`config.mk`:
```
export PLATFORM = sky130hd
export DESIGN_NAME = prandom_coord
export DESIGN_NICKNAME = d
export VERILOG_FILES = /design/src/rtl/prandom_coord.sv
export SDC_FILE = /design/constraint.sdc
export NUM_CORES = 1
export LEC_CHECK = 0
export BUFFER_PORTS_ARGS = -buffer_cell sky130_fd_sc_hd__buf_4
export CAP_MARGIN = 40
export CORE_MARGIN = 10
export CORE_UTILIZATION = 55
export CTS_CLUSTER_DIAMETER = 80
export DETAILED_ROUTE_END_ITERATION = 12
export HOLD_SLACK_MARGIN = 0.1
export PLACE_DENSITY = 0.78
export SLEW_MARGIN = 20
export SYNTH_ARGS = -nofsm -noshare
export SYNTH_HDL_FRONTEND = slang
export SYNTH_SLANG_ARGS = --single-unit
```
`constraint.sdc`:
```
create_clock -name CLK -period 2.55 [get_ports CLK]
set_input_delay 0.6375 -clock CLK [delete_from_list [all_inputs] [get_ports CLK]]
set_output_delay 0.6375 -clock CLK [all_outputs]
set_load 0.02 [all_outputs]
```
`src/rtl/prandom_coord.sv`:
```
// rtl/prandom_coord.sv - pseudo-random coordinate generator with range rejection and REQ/VALID handshake
module prandom_coord #(
    parameter int              WIDTH      = 7,
    parameter int              TAP_A      = 6,
    parameter int              TAP_B      = 5,
    parameter logic [WIDTH-1:0] WRAP_VALUE = WIDTH'(7'h6A),
    parameter int              LIMIT      = 100,
    parameter int              MAX_TRIES  = 16
) (
    input  logic             CLK,
    input  logic             RESET,
    input  logic             CE,
    input  logic             SEED_LOAD,
    input  logic [WIDTH-1:0] SEED,
    input  logic             REQ,
    output logic             VALID,
    output logic [WIDTH-1:0] OUT,
    output logic             TIMEOUT,
    output logic             BUSY,
    output logic             LFSR_DONE
);

    localparam int               TW         = $clog2(MAX_TRIES) + 1;
    // One extra bit so LIMIT == 2^WIDTH accepts every candidate.
    localparam logic [WIDTH:0]   LIMIT_EXT  = (WIDTH+1)'(LIMIT);
    localparam logic [WIDTH-1:0] FALLBACK   = WIDTH'(LIMIT - 1);
    localparam logic [TW-1:0]    TRIES_LAST = TW'(MAX_TRIES - 1);

    typedef enum logic [1:0] {
        ST_IDLE   = 2'd0,
        ST_SEARCH = 2'd1,
        ST_DONE   = 2'd2
    } state_t;

    state_t           state_q, state_d;
    logic [WIDTH-1:0] lfsr_q, lfsr_d;
    logic [WIDTH-1:0] out_q, out_d;
    logic             valid_q, valid_d;
    logic             timeout_q, timeout_d;
    logic             busy_q, busy_d;
    logic             lfsr_done_q, lfsr_done_d;
    logic [TW-1:0]    tries_q, tries_d;
    logic [WIDTH-1:0] lfsr_step;
    logic             accept;

    // LFSR next state: XNOR feedback, forced to zero at the wrap value; seed load wins over stepping.
    always_comb begin
        lfsr_step = (lfsr_q == WRAP_VALUE) ? '0
                  : {lfsr_q[WIDTH-2:0], ~(lfsr_q[TAP_A] ^ lfsr_q[TAP_B])};
        lfsr_d = lfsr_q;
        if (SEED_LOAD) begin
            // All-ones is the XNOR lock-up state, so it is mapped to zero.
            lfsr_d = (&SEED) ? '0 : SEED;
        end else if (CE || (state_q == ST_SEARCH)) begin
            lfsr_d = lfsr_step;
        end
        lfsr_done_d = (lfsr_q == WRAP_VALUE);
    end

    // Request handshake and rejection-sampling search over the current LFSR value.
    always_comb begin
        accept    = ({1'b0, lfsr_q} < LIMIT_EXT);
        state_d   = state_q;
        out_d     = out_q;
        valid_d   = valid_q;
        timeout_d = timeout_q;
        busy_d    = busy_q;
        tries_d   = tries_q;
        case (state_q)
            ST_IDLE: begin
                if (REQ) begin
                    state_d = ST_SEARCH;
                    tries_d = '0;
                    busy_d  = 1'b1;
                end
            end
            ST_SEARCH: begin
                if (accept) begin
                    out_d     = lfsr_q;
                    valid_d   = 1'b1;
                    timeout_d = 1'b0;
                    busy_d    = 1'b0;
                    state_d   = ST_DONE;
                end else if (tries_q == TRIES_LAST) begin
                    out_d     = FALLBACK;
                    valid_d   = 1'b1;
                    timeout_d = 1'b1;
                    busy_d    = 1'b0;
                    state_d   = ST_DONE;
                end else begin
                    tries_d = tries_q + 1'b1;
                end
            end
            ST_DONE: begin
                if (!REQ) begin
                    valid_d   = 1'b0;
                    timeout_d = 1'b0;
                    state_d   = ST_IDLE;
                end
            end
            default: begin
                state_d = ST_IDLE;
                busy_d  = 1'b0;
                valid_d = 1'b0;
            end
        endcase
    end

    // All state and registered outputs; reset aborts any search immediately.
    always_ff @(posedge CLK or posedge RESET) begin
        if (RESET) begin
            state_q     <= ST_IDLE;
            lfsr_q      <= '0;
            out_q       <= '0;
            valid_q     <= 1'b0;
            timeout_q   <= 1'b0;
            busy_q      <= 1'b0;
            lfsr_done_q <= 1'b0;
            tries_q     <= '0;
        end else begin
            state_q     <= state_d;
            lfsr_q      <= lfsr_d;
            out_q       <= out_d;
            valid_q     <= valid_d;
            timeout_q   <= timeout_d;
            busy_q      <= busy_d;
            lfsr_done_q <= lfsr_done_d;
            tries_q     <= tries_d;
        end
    end

    assign VALID     = valid_q;
    assign OUT       = out_q;
    assign TIMEOUT   = timeout_q;
    assign BUSY      = busy_q;
    assign LFSR_DONE = lfsr_done_q;

endmodule
```
==> qor.txt, run 1 <==
ys async rst share - 100%
largest net degree at the start of global routing - 26
clock-pin slew on the worst setup and hold paths - 150 ps
CP Class - flip-flop to flip-flop
total negative slack - 0 ps
RSZ-0062 raised after global routing - false
DIE AREA - 5020 sq um
Final #Nets - 176
Remaining Overflow, GRT - 0
DRT iter0 DRCs - 102
share of the synthesized area in the top cell type - 43.9%
final instance area - 1620 sq um
CTS H-tree depth - 1
Arr. time, crit path - 2330 ps
status - completed
cts hold-fix bufs - 0
DIE WIDTH - 70.9 microns
Crit. End Element - flip-flop
final WL - 3270 microns
Hold Vio Cnt, Final - 0
Post-DP HPWL - 2380 microns
sequential share of the synthesized area - 43.9%
Rows - 18
Mapped Nets - 155
Post-Syn Area - 1420 sq um
detailed-router iteration count before antenna repair - 4
Switching Power - 0.701 mW
most common cell in the netlist - dfrtp_1
Port Buffer Count - 22
Syn. warnings - 0
max-slew violation count - 0
Post-synth EDFFs - 0
Core ar. - 2480 sq um
PwrDens - 1020 nW/um^2
Routability Congestion - 0.801
Die H - 70.9 microns
CTS Sinks - 25
Initial Utilization - 57.5%
CTS tree - built
layout cells sized above 1 - 21.2%
WP data required - 2780 ps
clock buffer depth - 2
Routed WL per cell - 17.6 microns
Synth cell types - 45
DP Area - 1590 sq um
final setup fails - 0
vias in the first global route - 1182
Hold Crit Class - primary input to asynchronous set/reset pin
top cells by area, synth - dfrtp_1, ha_1, o211ai_1
Sw Share - 42.6%
cell count after synthesis - 136
Worst Path Max Fanout - 14
top cells by count, synth - dfrtp_1, nand2_1, inv_1
Cell Int Power - 0.945 mW
Worst-Margin Slew - 704 ps
Max VDD drop - 717 uV
Place WS - 494 ps
cts repair resizes - 0
clk_lat worst skew - 330 ps
setup slack after layout - 450 ps
largest area contributor in the netlist - dfrtp_1
sequential share of power - 38.9%
CP Launch Type - flip-flop
clock power share - 11.5%
Setup Skew - 6.17 ps
area grow syn2layout - 13.8%
CTS root buf - clkbuf_4
worst rel slew slack - 53.1%
CTS Buf Count - 3
highest clock rate - 0.476 GHz
Comb power frac - 49.5%
Yosys reg bits - 25
Vias - 1178
Final ANT Viol Nets - 0
period utilization - 82.4%
post-CTS setup buffer count - 0
vias per cell - 6.33
first-pass GRT wire length - 5720 microns
DRC violations left - 0
Avg Cell Area, Syn - 10.5 sq um
Final min period - 2100 ps
antenna violations before repair - 0
GR Util All Layers - 13.4%
P_leak - 0.713 nW
Top FF cell, synth - dfrtp_1
Max Cap Viol - 0
Ports - 23
ant diodes - 0
[state kept, by name (all words and copies together) (netlist names)]
register	flops
tries_q	5
lfsr_q	7
state_q	2
LFSR_DONE	1
TIMEOUT	1
BUSY	1
VALID	1
OUT	7
[layout by cell type, fill, tap and decap left out, types with 4 or more instances in the layout]
cell	instances
a221o_1	4
and2_1	4
buf_4	23
dfrtp_1	25
ha_1	7
inv_1	8
nand2_1	10
nand3_1	6
o211ai_1	6
o21ai_0	4
o22a_1	4
or3_1	4
[path summary, 6_finish.rpt]
| check | cells past startpoint | to | startpoint | slack, ps |
|---|---|---|---|---|
| setup / recovery | 6 | state_q[0] | tries_q[0] | 450 |
| hold / removal | 3 | OUT[3] | RESET | 330 |
| setup reg to reg | 6 | state_q[0] | tries_q[0] | 450 |
| hold reg to reg | 1 | OUT[4] | OUT[4] | 510 |
| max in group asynchronous | 3 | tries_q[4] | RESET | 1970 |
| min in group CLK | 1 | OUT[4] | OUT[4] | 510 |
[critical path: stages, from the launching register on]
cell      delay (ps)
dfrtp_1          460
ha_1             250
and3_1           190
ha_1             320
nand2b_1         260
o21ai_1          180
mux2_1           330
[logic make-up (layout without fill, tap and decap cells)]
kind of cell    count (synthesis)  after routing  synth area share [%]
simple gates                   45             45                  18.4
mux                             4              4                  2.90
compound gates                 39             39                  23.2
flops                          25             25                  43.9
buf+inv                        16             36                  5.45
fa+ha+maj                       7              7                  6.15
[stage by stage]
step,hold slack (ps),utilization (%),total power [mW],cells
4_1_cts,338,65.4,1.66,186
3_3_place_gp,476,64.2,1.43,182
6_report,333,65.4,1.65,186
3_5_place_dp,486,64.2,1.47,182
5_1_grt,342,65.4,1.78,186
2_1_floorplan,491,-,1.22,136
[layer usage]
layer	wire length (microns)	global-route usage, %	vias up	share of wire (%)
met5	0	0	-	0
met4	12	3.01	0	0.37
met3	227	4.60	2	6.9
met2	1680	22.3	46	51
met1	1350	16.2	574	41
li1	-	-	556	-
[power groups by stage]
stage | sequential, mW | combinational (mW) | clock, mW
2_1_floorplan | 0.720 | 0.497 | 0
3_3_place_gp | 0.644 | 0.791 | 0
3_5_place_dp | 0.650 | 0.817 | 0
4_1_cts | 0.642 | 0.821 | 0.193
5_1_grt | 0.661 | 0.908 | 0.211
6_report | 0.641 | 0.815 | 0.190
[final cells by class]
class	instances	area (sq um)
well taps	30	37.5
clock inverters	1	7.51
repair buffers	23	173
clock buffers	3	22.5
inverters	9	33.8
multi-input cells	95	721
flip-flops and latches	25	626
fillers	218	857
No activity file was read; power rests on OpenSTA's default activity.
==> run 2, diff against run 1 <==
==> constraint.sdc (replaced) <==
create_clock -name CLK -period 2 [get_ports CLK]
set_input_delay 0.5 -clock CLK [delete_from_list [all_inputs] [get_ports CLK]]
set_output_delay 0.5 -clock CLK [all_outputs]
set_load 0.02 [all_outputs]
==> run 2 against run 1 <==
Clock power up 16%. Worst setup slack worse by 340 ps. Maximum frequency up 11%. Design area up 2.2%. Critical path type unchanged. Critical path depth unchanged. Highest routed layer unchanged. Clock skew down 1.0 ps. Total power up 30%. Sequential power up 28%. Count of clock-buffer cells in the layout up 1. Combinational power up 35%.
==> qor.txt, run 2 (same netlist as run 1, synthesis figures left out) <==
CP Launch Type - flip-flop
RSZ-0062 raised after global routing - false
highest clock rate - 0.530 GHz (+11%)
period utilization - 94.4% (+12 points)
post-CTS setup buffer count - 0 (unchanged)
clock buffer depth - 2 (unchanged)
CTS tree - built
Worst-Margin Slew - 673 ps (-30.5 ps)
WL met3 - 177 microns (-22%)
Final #Nets - 180 (+2.3%)
Ports - 23 (unchanged)
Routed met1 length - 1280 microns (-5.2%)
Routability Congestion - 0.793 (-0.92%)
PwrDens - 1290 nW/um^2 (+27%)
kind of cell adding the most delay to the critical path - adder cells
final setup fails - 0 (unchanged)
P_leak - 0.735 nW (+3.1%)
Rows - 18 (unchanged)
worst rel slew slack - 55.1% (+2.0 points)
Post-DP HPWL - 2440 microns (+2.8%)
detailed-router iteration count before antenna repair - 4 (unchanged)
Hold Vio Cnt, Final - 0 (unchanged)
first-pass GRT wire length - 5490 microns (-4.1%)
placed insts - 186 (+2.2%)
Vias - 1169 (-0.76%)
Worst Path Max Fanout - 6 (-8)
ant diodes - 0 (unchanged)
Remaining Overflow, GRT - 0 (unchanged)
vias per cell - 6.15 (-2.9%)
crit-path cells - ha_1, and3_1, ha_1, nand2b_1, o21ai_1, mux2_1
antenna violations before repair - 0 (unchanged)
total negative slack - 0 ps (unchanged)
CTS root buf - clkbuf_4
Routed WL per cell - 16.6 microns (-5.3%)
Die H - 70.9 microns (unchanged)
layout cells sized above 1 - 23.8% (+2.6 points)
DIE WIDTH - 70.9 microns (unchanged)
WP data required - 2200 ps (-580 ps)
Top cell by count, worst path - ha_1
WL met2 - 1660 microns (-1.1%)
slowest cell on the critical path - dfrtp_1
Initial Utilization - 57.5% (unchanged)
Arr. time, crit path - 2090 ps (-240 ps)
Port Buffer Count - 22 (unchanged)
total power - 2.13 mW (+30%)
Crit. End Element - flip-flop
top layer in use - met4
Max Cap Viol - 0 (unchanged)
r2r setup slk - 110 ps (-340 ps)
Critical path buffers and inverters - 0 (unchanged)
Core ar. - 2480 sq um (unchanged)
Max VDD drop - 879 uV (+23%)
max-slew violation count - 0 (unchanged)
CTS H-tree depth - 1 (unchanged)
largest net degree at the start of global routing - 26 (unchanged)
leading cell type in the layout, fill and taps excluded - buf_4
CTS Sinks - 25 (unchanged)
clock-pin slew on the worst setup and hold paths - 130 ps (-20 ps)
CP Class - flip-flop to flip-flop
fin cells - 190 (+2.2%)
fin util - 66.9% (+1.5 points)
GR Util All Layers - 12.8% (-0.59 points)
Reg2Reg Depth - 6 (unchanged)
Final ANT Viol Nets - 0 (unchanged)
status - completed
DIE AREA - 5020 sq um (unchanged)
final WL - 3160 microns (-3.3%)
Hold Crit Class - primary input to asynchronous set/reset pin
vias in the first global route - 1205 (+1.9%)
Setup Skew - 5.14 ps (-1.03 ps)
clk_lat worst skew - 310 ps (-20 ps)
most frequent cells in the layout - buf_4, dfrtp_1, nand2_1, inv_1, ha_1
Final min period - 1890 ps (-213 ps)
area grow syn2layout - 16.3%
DRC violations left - 0 (unchanged)
DRT iter0 DRCs - 89 (-13%)
Largest stage delay, worst path - 450 ps (about the same)
CTS Buf Count - 3 (unchanged)
number of stages on the worst setup path - 6 (unchanged)
[run 2: power breakdown]
| group | switching (mW) | leakage, nW | internal [mW] |
|---|---|---|---|
| clock network | 0.142 | 0.0150 | 0.0778 |
| registers | 0.141 | 0.312 | 0.677 |
| logic | 0.606 | 0.408 | 0.490 |
| total | 0.889 | 0.735 | 1.25 |
[run 2: worst paths after layout]
path,endpoint,startpoint
max,state_q[0],tries_q[0]
min,OUT[4],RESET
max reg2reg,state_q[0],tries_q[0]
min reg2reg,OUT[6],OUT[6]
max in group asynchronous,TIMEOUT,RESET
min in group CLK,lfsr_q[1],SEED[1]
[run 2: routing by layer]
| layer | global-route usage (%) | vias to the layer above |
|---|---|---|
| li1 | - | 563 |
| met1 | 14.3 | 569 |
| met2 | 22.5 | 33 |
| met3 | 3.21 | 4 |
| met4 | 5.16 | 0 |
| met5 | 0 | - |
[run 2: area by class of cell]
cell class                      count  area (sq um)
Fill cell                         204           821
Multi-Input combinational cell     95           731
Sequential cell                    25           626
Timing Repair Buffer               27           203
Tap cell                           30          37.5
Inverter                            9          33.8
Clock buffer                        4          26.3
[run 2: worst register-to-register path, delay by kind of cell (launching register included)]
family | cells | cell delay (ps)
AND/OR/NAND/NOR | 2 | 370
adder cells (fa/ha/maj) | 2 | 490
AO/OA/AOI/OAI | 1 | 150
multiplexers | 1 | 330
flip-flops | 1 | 450
[run 2: through the flow]
stage / worst slack (ps) / area [sq um] / hold slack [ps]
2_1_floorplan: 248 / 1420 / 491
3_3_place_gp: 209 / 1620 / 477
3_5_place_dp: 129 / 1620 / 479
4_1_cts: 114 / 1650 / 222
5_1_grt: 4.36 / 1660 / 254
6_report: 113 / 1660 / 220
[run 2: timing repair]
action / in CTS / in global routing
setup endpoints to repair: 0 / 6
hold buffers: 0 / 0
gates resized for setup: 0 / 3
